### src/rtl/load_store_unit.sv
// Load/store unit: accepts one RV32I load or store at a time, aligns and
// replicates store data onto a word-wide memory port, extracts and extends
// load data, and reports misaligned, illegal or timed-out accesses.
module load_store_unit #(
    parameter int unsigned MAX_WAIT = 15
) (
    input  logic        clk,
    input  logic        reset,
    input  logic        req_valid,
    output logic        req_ready,
    input  logic        req_we,
    input  logic [2:0]  req_funct3,
    input  logic [31:0] req_addr,
    input  logic [31:0] req_wdata,
    output logic        rsp_valid,
    output logic [31:0] rsp_rdata,
    output logic        rsp_err,
    output logic        mem_req,
    output logic        mem_we,
    output logic [31:0] mem_addr,
    output logic [3:0]  mem_be,
    output logic [31:0] mem_wdata,
    input  logic        mem_gnt,
    input  logic        mem_rvalid,
    input  logic [31:0] mem_rdata
);

    localparam int unsigned   CW        = $clog2(MAX_WAIT + 1);
    localparam logic [CW-1:0] LAST_WAIT = CW'(MAX_WAIT - 1);

    typedef enum logic [1:0] {IDLE, ISSUE, WAIT, RESP} state_e;

    state_e        state_q, state_d;
    logic          we_q, we_d;
    logic [2:0]    funct3_q, funct3_d;
    logic [31:0]   addr_q, addr_d;
    logic [31:0]   wdata_q, wdata_d;
    logic [CW-1:0] cnt_q, cnt_d;
    logic          err_q, err_d;
    logic [31:0]   rdata_q, rdata_d;

    logic          accept;
    logic          badAccess;
    logic [31:0]   laneWord;
    logic [31:0]   loadData;
    logic [3:0]    accessBe;
    logic [31:0]   storeData;

    // Classify the incoming request: illegal width codes and misaligned addresses never reach memory.
    always_comb begin
        badAccess = 1'b0;
        if (req_funct3 == 3'b011 || req_funct3 == 3'b110 || req_funct3 == 3'b111)
            badAccess = 1'b1;
        if (req_we && req_funct3[2])
            badAccess = 1'b1;
        if (req_funct3[1:0] == 2'b01 && req_addr[0])
            badAccess = 1'b1;
        if (req_funct3 == 3'b010 && req_addr[1:0] != 2'b00)
            badAccess = 1'b1;
    end

    // Byte enables and lane-replicated data for the registered access; loads always read the whole word.
    always_comb begin
        accessBe  = 4'b1111;
        storeData = wdata_q;
        if (we_q) begin
            case (funct3_q[1:0])
                2'b00: begin
                    accessBe  = 4'b0001 << addr_q[1:0];
                    storeData = {4{wdata_q[7:0]}};
                end
                2'b01: begin
                    accessBe  = 4'b0011 << addr_q[1:0];
                    storeData = {2{wdata_q[15:0]}};
                end
                default: begin
                    accessBe  = 4'b1111;
                    storeData = wdata_q;
                end
            endcase
        end
    end

    // Pick the addressed lane out of the returned word and sign- or zero-extend it.
    always_comb begin
        laneWord = mem_rdata >> {addr_q[1:0], 3'b000};
        case (funct3_q)
            3'b000:  loadData = {{24{laneWord[7]}}, laneWord[7:0]};
            3'b100:  loadData = {24'b0, laneWord[7:0]};
            3'b001:  loadData = {{16{laneWord[15]}}, laneWord[15:0]};
            3'b101:  loadData = {16'b0, laneWord[15:0]};
            default: loadData = laneWord;
        endcase
    end

    // Drive the core and memory sides from the current state; reset forces everything quiet.
    always_comb begin
        req_ready = 1'b0;
        rsp_valid = 1'b0;
        rsp_err   = 1'b0;
        rsp_rdata = 32'b0;
        mem_req   = 1'b0;
        mem_we    = 1'b0;
        mem_addr  = 32'b0;
        mem_be    = 4'b0;
        mem_wdata = 32'b0;
        if (!reset) begin
            req_ready = (state_q == IDLE);
            if (state_q == RESP) begin
                rsp_valid = 1'b1;
                rsp_err   = err_q;
                rsp_rdata = rdata_q;
            end
            if (state_q == ISSUE) begin
                mem_req   = 1'b1;
                mem_we    = we_q;
                mem_addr  = {addr_q[31:2], 2'b00};
                mem_be    = accessBe;
                mem_wdata = we_q ? storeData : 32'b0;
            end
        end
    end

    assign accept = req_valid && req_ready;

    // Next-state logic: sequence each access and bound every memory wait with the timeout counter.
    always_comb begin
        state_d  = state_q;
        we_d     = we_q;
        funct3_d = funct3_q;
        addr_d   = addr_q;
        wdata_d  = wdata_q;
        cnt_d    = cnt_q;
        err_d    = err_q;
        rdata_d  = rdata_q;
        case (state_q)
            IDLE: begin
                if (accept) begin
                    we_d     = req_we;
                    funct3_d = req_funct3;
                    addr_d   = req_addr;
                    wdata_d  = req_wdata;
                    cnt_d    = '0;
                    rdata_d  = 32'b0;
                    err_d    = badAccess;
                    state_d  = badAccess ? RESP : ISSUE;
                end
            end
            ISSUE: begin
                if (mem_gnt) begin
                    cnt_d   = '0;
                    state_d = we_q ? RESP : WAIT;
                end else if (cnt_q == LAST_WAIT) begin
                    err_d   = 1'b1;
                    rdata_d = 32'b0;
                    state_d = RESP;
                end else begin
                    cnt_d = cnt_q + CW'(1);
                end
            end
            WAIT: begin
                if (mem_rvalid) begin
                    rdata_d = loadData;
                    state_d = RESP;
                end else if (cnt_q == LAST_WAIT) begin
                    err_d   = 1'b1;
                    rdata_d = 32'b0;
                    state_d = RESP;
                end else begin
                    cnt_d = cnt_q + CW'(1);
                end
            end
            RESP: begin
                cnt_d   = '0;
                state_d = IDLE;
            end
            default: state_d = IDLE;
        endcase
    end

    // State and captured request registers, cleared by synchronous reset.
    always_ff @(posedge clk) begin
        if (reset) begin
            state_q  <= IDLE;
            we_q     <= 1'b0;
            funct3_q <= 3'b0;
            addr_q   <= 32'b0;
            wdata_q  <= 32'b0;
            cnt_q    <= '0;
            err_q    <= 1'b0;
            rdata_q  <= 32'b0;
        end else begin
            state_q  <= state_d;
            we_q     <= we_d;
            funct3_q <= funct3_d;
            addr_q   <= addr_d;
            wdata_q  <= wdata_d;
            cnt_q    <= cnt_d;
            err_q    <= err_d;
            rdata_q  <= rdata_d;
        end
    end

endmodule

### config.mk
export PLATFORM = sky130hd
export DESIGN_NAME = load_store_unit
export DESIGN_NICKNAME = d
export VERILOG_FILES = /design/src/rtl/load_store_unit.sv
export SDC_FILE = /design/constraint.sdc
export NUM_CORES = 1
export LEC_CHECK = 0
export CAP_MARGIN = 25
export CORE_UTILIZATION = 30
export CTS_CLUSTER_SIZE = 14
export DETAILED_ROUTE_END_ITERATION = 12
export GPL_ROUTABILITY_DRIVEN = 0
export SYNTH_ARGS = -nofsm -noshare
export SYNTH_HDL_FRONTEND = slang
export SYNTH_SLANG_ARGS = --single-unit
### constraint.sdc
create_clock -name clk -period 3.3 [get_ports clk]
set_input_delay 0.99 -clock clk [delete_from_list [all_inputs] [get_ports clk]]
set_output_delay 0.99 -clock clk [all_outputs]
set_load 0.01 [all_outputs]
After elaboration in Yosys (flattened, before gate mapping)
Cells that the tools add are included.
{"block": "totals", "ff_bits": 107, "in_bits": 105, "output_inout_bits": 105, "wordCells": 91}
{"block": "classes", "n_addsub": 1, "eq_ne": 16, "shift": 3, "n_mux": 48, "reduce_logical": 15}
{"operator": "32-bit two-way mux", "n": 11}
{"operator": "32-bit case mux with 4 select lines", "n": 1}
{"operator": "32-bit case mux with 3 select lines", "n": 1}
{"operator": "32-bit case mux with 2 select lines", "n": 1}
{"operator": "32-bit by 5-bit >> shifter with 32-bit output", "n": 1}
{"operator": "4-bit two-way mux", "n": 7}
{"operator": "1-bit two-way mux", "n": 18}
{"operator": "4-bit case mux with 4 select lines", "n": 1}
{"operator": "3-bit equality test, second input constant", "n": 4}
{"operator": "2-bit two-way mux", "n": 5}
{"operator": "2-bit case mux with 4 select lines", "n": 1}
{"operator": "4-bit case mux with 2 select lines", "n": 1}
{"operator": "2-bit by 1-bit equality test with 1-bit output, second input constant", "n": 3}
{"operator": "3-bit by 2-bit equality test with 1-bit output, second input constant", "n": 2}
{"operator": "2-bit != test, second input constant", "n": 3}
{"operator": "4-bit by 1-bit adder with 4-bit output, second input constant", "n": 1}
{"operator": "2-bit equality test, second input constant", "n": 2}
{"operator": "4-bit equality test, second input constant", "n": 1}
{"operator": "1-bit logical AND", "n": 4}
{"operator": "2-bit zero test", "n": 2}
{"operator": "2-bit AND reduction", "n": 2}
{"operator": "4-bit AND reduction", "n": 1}
{"operator": "1-bit by 2-bit << shifter with 4-bit output, first input constant", "n": 1}
{"operator": "2-bit by 2-bit << shifter with 4-bit output, first input constant", "n": 1}
{"operator": "7 further kinds", "n": 8}

Longest topological paths before layout
Gate-level depths: netlist (run 1).
{"block": "logic_depth", "ltp_word": 10, "depth_mapped": 9, "mapped_depth_nobuf": 7}

Worst setup path before layout (run 1)
OpenSTA, ideal clock, no wires.
{"block": "synth_timing", "kind": "in2out", "startpoint": "input reset", "endpoint": "output mem_addr[12]", "arrival_ps": 1901, "t_required_ps": 2310, "path_slack_ps": 409, "cell_stages": 5, "n_path_buf": 2, "cell_sequence": "nand2b_1 inv_1 clkbuf_1 clkbuf_1 and2_1"}
{"block": "synth_between", "elab_chain_cells": 1}
{"element": "from (decl)", "line_no": "8", "rtl": "input logic reset,"}
{"element": "32-bit two-way mux", "line_no": "107", "rtl": "if (!reset) begin"}
{"element": "to (decl)", "line_no": "20", "rtl": "output logic [31:0] mem_addr,"}
Every way passes these cells.

Worst setup path after layout (run 1)
{"block": "layout_timing", "startpoint": "input reset", "endpoint": "output mem_we"}
{"block": "layout_between", "elab_chain_cells": 1}
{"element": "1-bit two-way mux", "line_no": "107"}
{"element": "to (decl)", "line_no": "19", "rtl": "output logic mem_we,"}
Every way passes these cells.

==> reports/qor.yml, run 1 <==
worst_setup_path:
  critical_path.slowest_cell: "clkdlybuf4s50_1"
  crit_path_end_kind: "output port"
  cp.required_ns: 2.31
  cp-startpoint: "reset"
  cp_max_fo: 12
  reg2reg_depth: 6
  path_cells: "buf_2 -> nand2b_1 -> inv_2 -> nand2_2 -> buf_12 -> inv_1 -> clkdlybuf4s50_1"
  worstPathArrival_ns: 2.27
  start_kind: "primary input"
  crit_family: "buffers and inverters"
  r2r_slack_ns: 1.05
  r2r-end: "rdata_q[19]"
  slowest_delay_ns: 0.52
  path_buf_inv: 5
  reg2reg_from: "state_q[0]"
  worstSetupPathType: "primary input to output port"
cts:
  cts_buffers: 9
  cts_tree: "yes"
  cts-root-buf: "clkbuf_16"
  cts_max_level: 3
  cts.sinks: 107
  cts_buffer_depth: 2
  clk_latency_ns: 0.35
  clk_pin_slew_ns: 0.08
drt:
  dr.pass1.iters: 5
  vias: 5670
  detail-route-antenna-nets: 0
  drt_wl_total_um: 18400
  routed_via_density: 4.73
  drcViolationCount: 0
  drt_iter0_drc: 272
  wl_per_cell_um: 15.3
final_layout:
  area_growth_pct: 44.5
  drive_gt1_share_pct: 6.75
  utilization_pct: 44.2
  num-nets-final: 1042
  final_common_cell: "clkdlybuf4s50_1"
  multi_input_area_mm2: 0.00352
  finalNonFillerCells: 1199
  most-common-layout-cells: "175 x clkdlybuf4s50_1, 105 x dfxtp_1, 104 x nand2_1"
  n_fill_cell: 2005
  seqCellArea_mm2: 0.00214
run_status:
  outcome: "finished, final reports clean"
floorplanning:
  die_x_um: 143
  fp-row-count: 51
  die_y_um: 143
  io_pins: 210
  initial_core_util_pct: 30.6
  coreArea_mm2: 0.0195
  die_area_mm2: 0.0204
placed_design:
  place_ws_ns: -0.104
  dp.cells: 1181
  io_buffers: 207
  place_hpwl_um: 13200
synth:
  yosys.cell_types.count: 59
  synthAdderAreaFrac_pct: 1.68
  synth.area.mux_share_pct: 6.47
  syn-instance-count: 749
  yosys.area_share.simple_pct: 30.4
  ys_ff_latch: 107
  ys.flop_type: "dfxtp_1"
  avgSynthCellArea_um2: 7.95
  synth_xor_area_share_pct: 0
  yosysWarnings: 0
  synth-seq-area-share_pct: 36.0
  synth_edf_count: 0
  synth_area_mm2: 0.00595
  synth_top_family_by_area: "simple AND/OR/NAND/NOR gates"
  async_flop_share_pct: 0
  synth_compound_area_share_pct: 20.2
global_route:
  overflow: 0
  grt_max_degree: 59
  grt_pass1_vias: 5362
  grt_usage_pct: 18.2
  grt_pass1_wl_um: 28900
  antenna_found_initial: 2
pwr:
  ir_drop_mv: 0.277
  leakage_uw: 0.00330
  power_density_mw_per_mm2: 505
worst_hold_path:
  whs_path_depth: 2
  min_to: "addr_q[8]"
  min_path_type: "register to register"
  hp-start: "addr_q[8]"
sta:
  worst_pin_slew_ns: 0.557
  setup_violations: 0
  timing.final.ws_setup_ns: 0.0379
  drv_slew: 0
  fin_skew_ns: 0.00525
  max_clock_freq_mhz: 307
  final.setup.tns_ns: 0
  period_minus_slack_ns: 3.26
  period_share_pct: 98.9
  whs_ns: 0.471
  rsz0062_at_grt: "yes"
  hold_viol: 0
  slew_headroom_pct: 62.5
flow_run:
  max-cap-violations: 0
-- how the worst max path moves through the flow --
stage                     to  slack, ns  cells past startpoint
2_1_floorplan   mem_addr[12]       0.41                      5
3_3_place_gp   mem_wdata[15]      -0.11                      7
3_5_place_dp   mem_wdata[15]      -0.10                      7
4_1_cts         mem_addr[23]       0.01                      6
5_1_grt               mem_we      -0.02                      7
6_report              mem_we       0.04                      7
-- stage by stage --
step / cell area [µm²] / power, µW
after global placement: 8270 / 3300
after CTS: 8560 / 4390
final: 8610 / 4340
after global routing: 8610 / 4670
after floorplan: 5960 / 2740
after detailed placement: 8270 / 3310
-- routing by layer --
metal | GRT usage [%] | part of all wire [%]
met2 | 29.1 | 45
met4 | 5.49 | 1.7
met1 | 23.4 | 45
met5 | 0 | 0.071
met3 | 5.60 | 7.7
-- report_power, final --
group	total (µW)	switching [µW]	internal (µW)
clock	1050	526	520
sequential	1680	176	1500
combinational	1620	908	713
total	4340	1610	2730
-- layout make-up --
type | count | area share (%)
Multi-Input combinational cell | 576 | 40.9
Tap cell | 265 | 3.85
Clock buffer | 9 | 2.62
Antenna cell | 1 | 0.0291
Inverter | 7 | 0.305
Clock inverter | 6 | 0.596
Timing Repair Buffer | 228 | 26.8
Sequential cell | 107 | 24.9
-- tightest hold or removal path, stage by stage (launching register included) --
cell,delay [ns]
dfxtp_1,0.31
nand2b_1,0.06
o21ai_0,0.06
-- kinds of logic (layout without fill, tap and decap cells) --
| kind of cell | Yosys count | count (layout) |
|---|---|---|
| simple gates | 342 | 342 |
| compound gates | 187 | 187 |
| flops | 107 | 107 |
| buf+inv | 67 | 250 |
| mux | 37 | 37 |
| fa+ha+maj | 8 | 8 |
| other cells | 1 | 3 |
-- timing repair --
action,CTS,global route
cloned,1,0
buffers inserted,0,1
hold buffers,0,0
pin swaps,0,0
resized for setup,30,10
hold endpoints to repair,0,0
endpoints found under the setup margin,48,24
-- synth_stat cells (2+ instances only) --
cell	instances	area, µm²
a31oi_1	2	12.5
a22o_1	24	210
a22oi_1	10	75.1
and3_1	9	56.3
buf_4	4	30.0
buf_6	3	33.8
o21ai_0	87	435
a211oi_1	9	67.6
nand4_1	2	12.5
nand2_1	105	394
nand2b_1	78	488
buf_1	3	11.3
nor2_2	2	12.5
dfxtp_1	107	2140
a21oi_1	32	160
clkbuf_1	31	116
mux2_2	2	22.5
inv_1	6	22.5
ha_1	8	100
nor3_1	3	15.0
nor2_1	45	169
nand3b_1	8	60.1
nand3_1	2	10.0
buf_2	19	95.1
nor2b_1	12	75.1
mux2i_1	34	340
and2_1	64	400
o31ai_1	7	52.6
-- flip-flops by register name, summed over array words and instances, names as in the netlist --
name and count:
rdata_q 32, funct3_q 3, err_q 1, wdata_q 32
addr_q 32, state_q 2, we_q 1, cnt_q 4
Note: power is estimated with default switching activity, not from simulation.
==> run 2, diff against run 1 <==
- REMOVE_ABC_BUFFERS: not set -> 1
==> run 2 against run 1 <==
Via count is 0.23% higher. Clock power up 9%. Critical path type unchanged. Largest cell class unchanged. Highest routed layer is now met4. Wire length increased by 2.6%. First-iteration DRC count up 8.5%. Utilization up 1.0 points.
==> reports/qor.yml, run 2 (synthesis gave the netlist of run 1 again) <==
drt:
  wl_per_cell_um: 15.7
  dr.pass1.iters: 6
  drt_iter0_drc: 295
  drcViolationCount: 0
  vias: 5683
  routed_via_density: 4.72
  drt_wl_total_um: 18900
  detail-route-antenna-nets: 0
final_layout:
  largestRegisters: "addr_q: 32 flops, rdata_q: 32 flops, wdata_q: 32 flops"
  final_common_cell: "clkdlybuf4s50_1"
  area_growth_pct: 47.8
  design_area_mm2: 0.00880
  antennaDiodeCount: 0
  seqCellArea_mm2: 0.00214
  drive_gt1_share_pct: 7.35
  finalNonFillerCells: 1204
  multi_input_area_mm2: 0.00353
  num-nets-final: 1047
  utilization_pct: 45.2
  n_fill_cell: 1992
  most-common-layout-cells: "138 x clkdlybuf4s50_1, 105 x nand2_1, 105 x dfxtp_1"
worst_setup_path:
  cp_max_fo: 23
  reg2reg_from: "state_q[0]"
  slowest_delay_ns: 0.54
  worstPathArrival_ns: 2.26
  r2r_slack_ns: 1.02
  crit_family: "buffers and inverters"
  path_cells: "buf_2 -> nand2b_1 -> inv_2 -> buf_8 -> and3_1 -> clkdlybuf4s50_1"
  crit_path_end_kind: "output port"
  cp.required_ns: 2.31
  worstSetupPathType: "primary input to output port"
  start_kind: "primary input"
  reg2reg_depth: 6
  r2r-end: "cnt_q[0]"
  critical_path.slowest_cell: "clkdlybuf4s50_1"
  path_buf_inv: 4
sta:
  hold_viol: 0
  period_share_pct: 98.5
  drv_slew: 0
  setup_violations: 0
  period_minus_slack_ns: 3.25
  max_clock_freq_mhz: 308
  slew_headroom_pct: 36.4
  fin_skew_ns: 0.00894
  worst_pin_slew_ns: 0.954
  rsz0062_at_grt: "yes"
  final.setup.tns_ns: 0
pwr:
  power_density_mw_per_mm2: 512
  finalPower_uw: 4500
  leakage_uw: 0.00403
  ir_drop_mv: 0.329
cts:
  cts_buffers: 9
  clk_latency_ns: 0.36
  clk_pin_slew_ns: 0.08
  ctsHoldBuffers: 0
  cts_max_level: 3
  cts_tree: "yes"
  cts-root-buf: "clkbuf_16"
  cts_buffer_depth: 2
  cts.sinks: 107
placed_design:
  io_buffers: 207
  place_hpwl_um: 13300
  dp.cells: 1185
  place_area_mm2: 0.00831
floorplanning:
  die_x_um: 143
  io_pins: 210
  fp-row-count: 51
  initial_core_util_pct: 30.6
  die_y_um: 143
  die_area_mm2: 0.0204
  coreArea_mm2: 0.0195
global_route:
  overflow: 0
  grt_pass1_wl_um: 29200
  busiest_layer: "met2"
  grt_usage_pct: 18.6
  grt_max_degree: 95
  antenna_found_initial: 0
  grt_pass1_vias: 5376
  met1_usage_pct: 24.0
  use_met3_pct: 7.01
  grt_use_met2_pct: 28.7
worst_hold_path:
  min_to: "addr_q[10]"
  hp-start: "addr_q[10]"
  whs_path_depth: 2
  min_path_type: "register to register"
run_status:
  outcome: "finished, final reports clean"
flow_run:
  max-cap-violations: 0
-- run 2: cell count changes in the layout (fill, tap and decap cells not counted), moves of 2 or more --
cell	previous run	this run
clkdlybuf4s50_1	175	138
dlymetal6s2s_1	7	44
clkbuf_16	9	11
buf_6	1	3
clkinv_4	3	1
clkinvlp_4	0	2
-- run 2: through the flow --
stage | worst slack, ns | hold slack (ns)
floorplan | -0.425 | 0.434
global placement | -0.0380 | 0.455
detailed placement | -0.0560 | 0.460
CTS | 0.00153 | 0.475
global route | -0.0343 | 0.489
finish | 0.0509 | 0.470
-- run 2: worst max-delay path by stage --
stage | start | end | slack [ns] | cells after the start
2_1_floorplan | reset | addr_q[0] | -0.43 | 3
3_3_place_gp | reset | rsp_rdata[31] | -0.04 | 6
3_5_place_dp | reset | mem_wdata[14] | -0.06 | 7
4_1_cts | reset | mem_wdata[7] | 0.002 | 6
5_1_grt | reset | mem_wdata[7] | -0.03 | 6
6_report | reset | mem_wdata[7] | 0.05 | 6
-- run 2: metal layers --
| metal | part of all wire (%) | up-vias |
|---|---|---|
| li1 | - | 2902 |
| met1 | 46 | 2589 |
| met2 | 43 | 178 |
| met3 | 9.6 | 14 |
| met4 | 1.3 | 0 |
| met5 | 0 | - |
-- run 2: layout make-up --
type / instances / share of cell area (%)
clock buffer: 9 / 2.56
clock inverter: 7 / 0.867
inverter: 7 / 0.299
multi-input combinational: 576 / 40.1
sequential: 107 / 24.4
tap: 265 / 3.77
timing repair buffer: 233 / 28.1
-- run 2: power by group --
| group | internal, µW | switching, µW | leakage (µW) |
|---|---|---|---|
| Sequential | 1500 | 173 | 0.000874 |
| Clock | 595 | 541 | 0.000142 |
| Combinational | 752 | 942 | 0.00301 |
-- run 2: timing repair --
item                                    4_1_cts  5_1_grt
pin swaps                                     0        0
buffers inserted                              0        1
resized for setup                            29       48
cloned                                        0        2
endpoints found under the setup margin       94       64
-- run 2: tightest hold or removal path: stages (launching register included) --
cell      delay (ns)
dfxtp_1         0.31
nand2b_1        0.06
o21ai_0         0.06
==> run 3, diff against run 2 <==
- PLACE_DENSITY: not set -> 0.54
- clock period: 3.3 -> 4.03 ns (I/O delays scaled with it)
==> run 3 against run 2 <==
Utilization shrank 1.3 points. Flip-flop and latch count is the same. First-iteration DRC count up 7.5%. Setup slack better by 0.18 ns. Global-route usage up 0.44 points. Hold slack about the same. Cell area fell by 2.8%. Sequential power is 17% lower. Clock power decreased by 23%. Sequential share of layout area rose by 0.73 points.
==> reports/qor.yml, run 3 (synthesis gave the netlist of run 1 again) <==
sta:
  hold_viol: 0
  max_clock_freq_mhz: 263
  period_minus_slack_ns: 3.80
  whs_ns: 0.470
  slew_headroom_pct: 61.8
  worst_pin_slew_ns: 0.567
  rsz0062_at_grt: "no"
  final.setup.tns_ns: 0
  drv_slew: 0
  period_share_pct: 94.4
  fin_skew_ns: 0.0118
  setup_violations: 0
  timing.final.ws_setup_ns: 0.227
run_status:
  outcome: "finished, final reports clean"
worst_setup_path:
  r2r-end: "rdata_q[20]"
  cp_max_fo: 28
  cp.required_ns: 2.82
  worstPathArrival_ns: 2.59
  crit_path_end_kind: "output port"
  worstSetupPathType: "primary input to output port"
  r2r_slack_ns: 1.80
  reg2reg_depth: 7
  reg2reg_from: "state_q[1]"
  start_kind: "primary input"
final_layout:
  utilization_pct: 43.9
  num-nets-final: 1042
  area_growth_pct: 43.6
  drive_gt1_share_pct: 6.75
  most-common-layout-cells: "206 x clkdlybuf4s50_1, 105 x nand2_1, 104 x dfxtp_1"
  largestRegisters: "addr_q: 32 flops, rdata_q: 32 flops, wdata_q: 32 flops"
  n_fill_cell: 1958
  final_common_cell: "clkdlybuf4s50_1"
cts:
  cts_buffers: 9
  cts-root-buf: "clkbuf_16"
  cts_buffer_depth: 2
  post_cts_resized: 0
  ctsHoldBuffers: 0
  cts_setup_buffers: 0
  cts.sinks: 107
  cts_max_level: 3
  clk_latency_ns: 0.36
  clk_pin_slew_ns: 0.08
  cts_tree: "yes"
floorplanning:
  die_area_mm2: 0.0204
  coreArea_mm2: 0.0195
  die_y_um: 143
  fp-row-count: 51
  io_pins: 210
  initial_core_util_pct: 30.6
  die_x_um: 143
worst_hold_path:
  whs_path_depth: 2
  min_to: "addr_q[3]"
  hp-start: "addr_q[3]"
  min_path_type: "register to register"
drt:
  vias: 5538
  drcViolationCount: 0
  wl_per_cell_um: 15.9
  detail-route-antenna-nets: 0
  drt_iter0_drc: 317
  drt_wl_total_um: 19100
  dr.pass1.iters: 4
  routed_via_density: 4.62
pwr:
  power_density_mw_per_mm2: 418
  ir_drop_mv: 0.231
  leakage_uw: 0.00304
placed_design:
  io_buffers: 207
  place_hpwl_um: 13600
  place_ws_ns: 0.228
flow_run:
  max-cap-violations: 0
global_route:
  grt_max_degree: 57
  grt_usage_pct: 19.0
  antenna_found_initial: 0
  overflow: 0
  grt_pass1_wl_um: 29700
  grt_pass1_vias: 5408
[run 3: changes by cell type in the layout (fill, tap and decap cells not counted), moves of 2 or more]
cell,change
dlymetal6s2s_1,-44
buf_12,-4
clkdlybuf4s50_1,+68
dlygate4sd2_1,-24
buf_6,-3
clkbuf_16,-2
buf_4,+5
[run 3: worst max path at each step]
stage | cells after the start | endpoint | slack, ns | from
after CTS | 6 | mem_wdata[6] | 0.22 | reset
after floorplan | 3 | addr_q[0] | 0.09 | reset
after global placement | 7 | mem_wdata[31] | 0.23 | reset
after global routing | 6 | mem_wdata[5] | 0.11 | reset
final | 6 | mem_wdata[6] | 0.23 | reset
after detailed placement | 6 | mem_wdata[6] | 0.23 | reset
[run 3: through the flow]
stage / instances / instance area [µm²] / power, µW
2_1_floorplan: 690 / 5670 / 2170
3_3_place_gp: 1183 / 8260 / 2720
3_5_place_dp: 1183 / 8260 / 2720
4_1_cts: 1199 / 8550 / 3610
5_1_grt: 1199 / 8550 / 3810
6_report: 1200 / 8550 / 3570
[run 3: layout make-up]
class                   count  area [µm²]  area share [%]
multi-input cells         576        3510            41.0
repair buffers            228        2250            26.3
flip-flops and latches    107        2150            25.1
well taps                 265         332            3.88
clock buffers              10         239            2.79
clock inverters             6        47.5           0.556
inverters                   7        26.3           0.307
diodes                      1        2.50          0.0293
[run 3: metal layers]
| layer | GRT usage, % | wire length (µm) |
|---|---|---|
| met1 | 24.9 | 9000 |
| met3 | 6.84 | 1690 |
| met4 | 5.32 | 221 |
| met5 | 0 | 0 |
| met2 | 29.2 | 8220 |
[run 3: critical path, stage by stage]
cell and delay, ns:
buf_2 0.10, nand2b_1 0.15, inv_1 0.11, buf_4 0.28
and3_1 0.19, clkdlybuf4s50_1 0.54
[run 3: power breakdown]
group	switching, µW	leakage [µW]	internal (µW)
registers	163	0.000874	1230
logic	736	0.00202	563
clock network	437	0.000139	443
total	1340	0.00304	2240
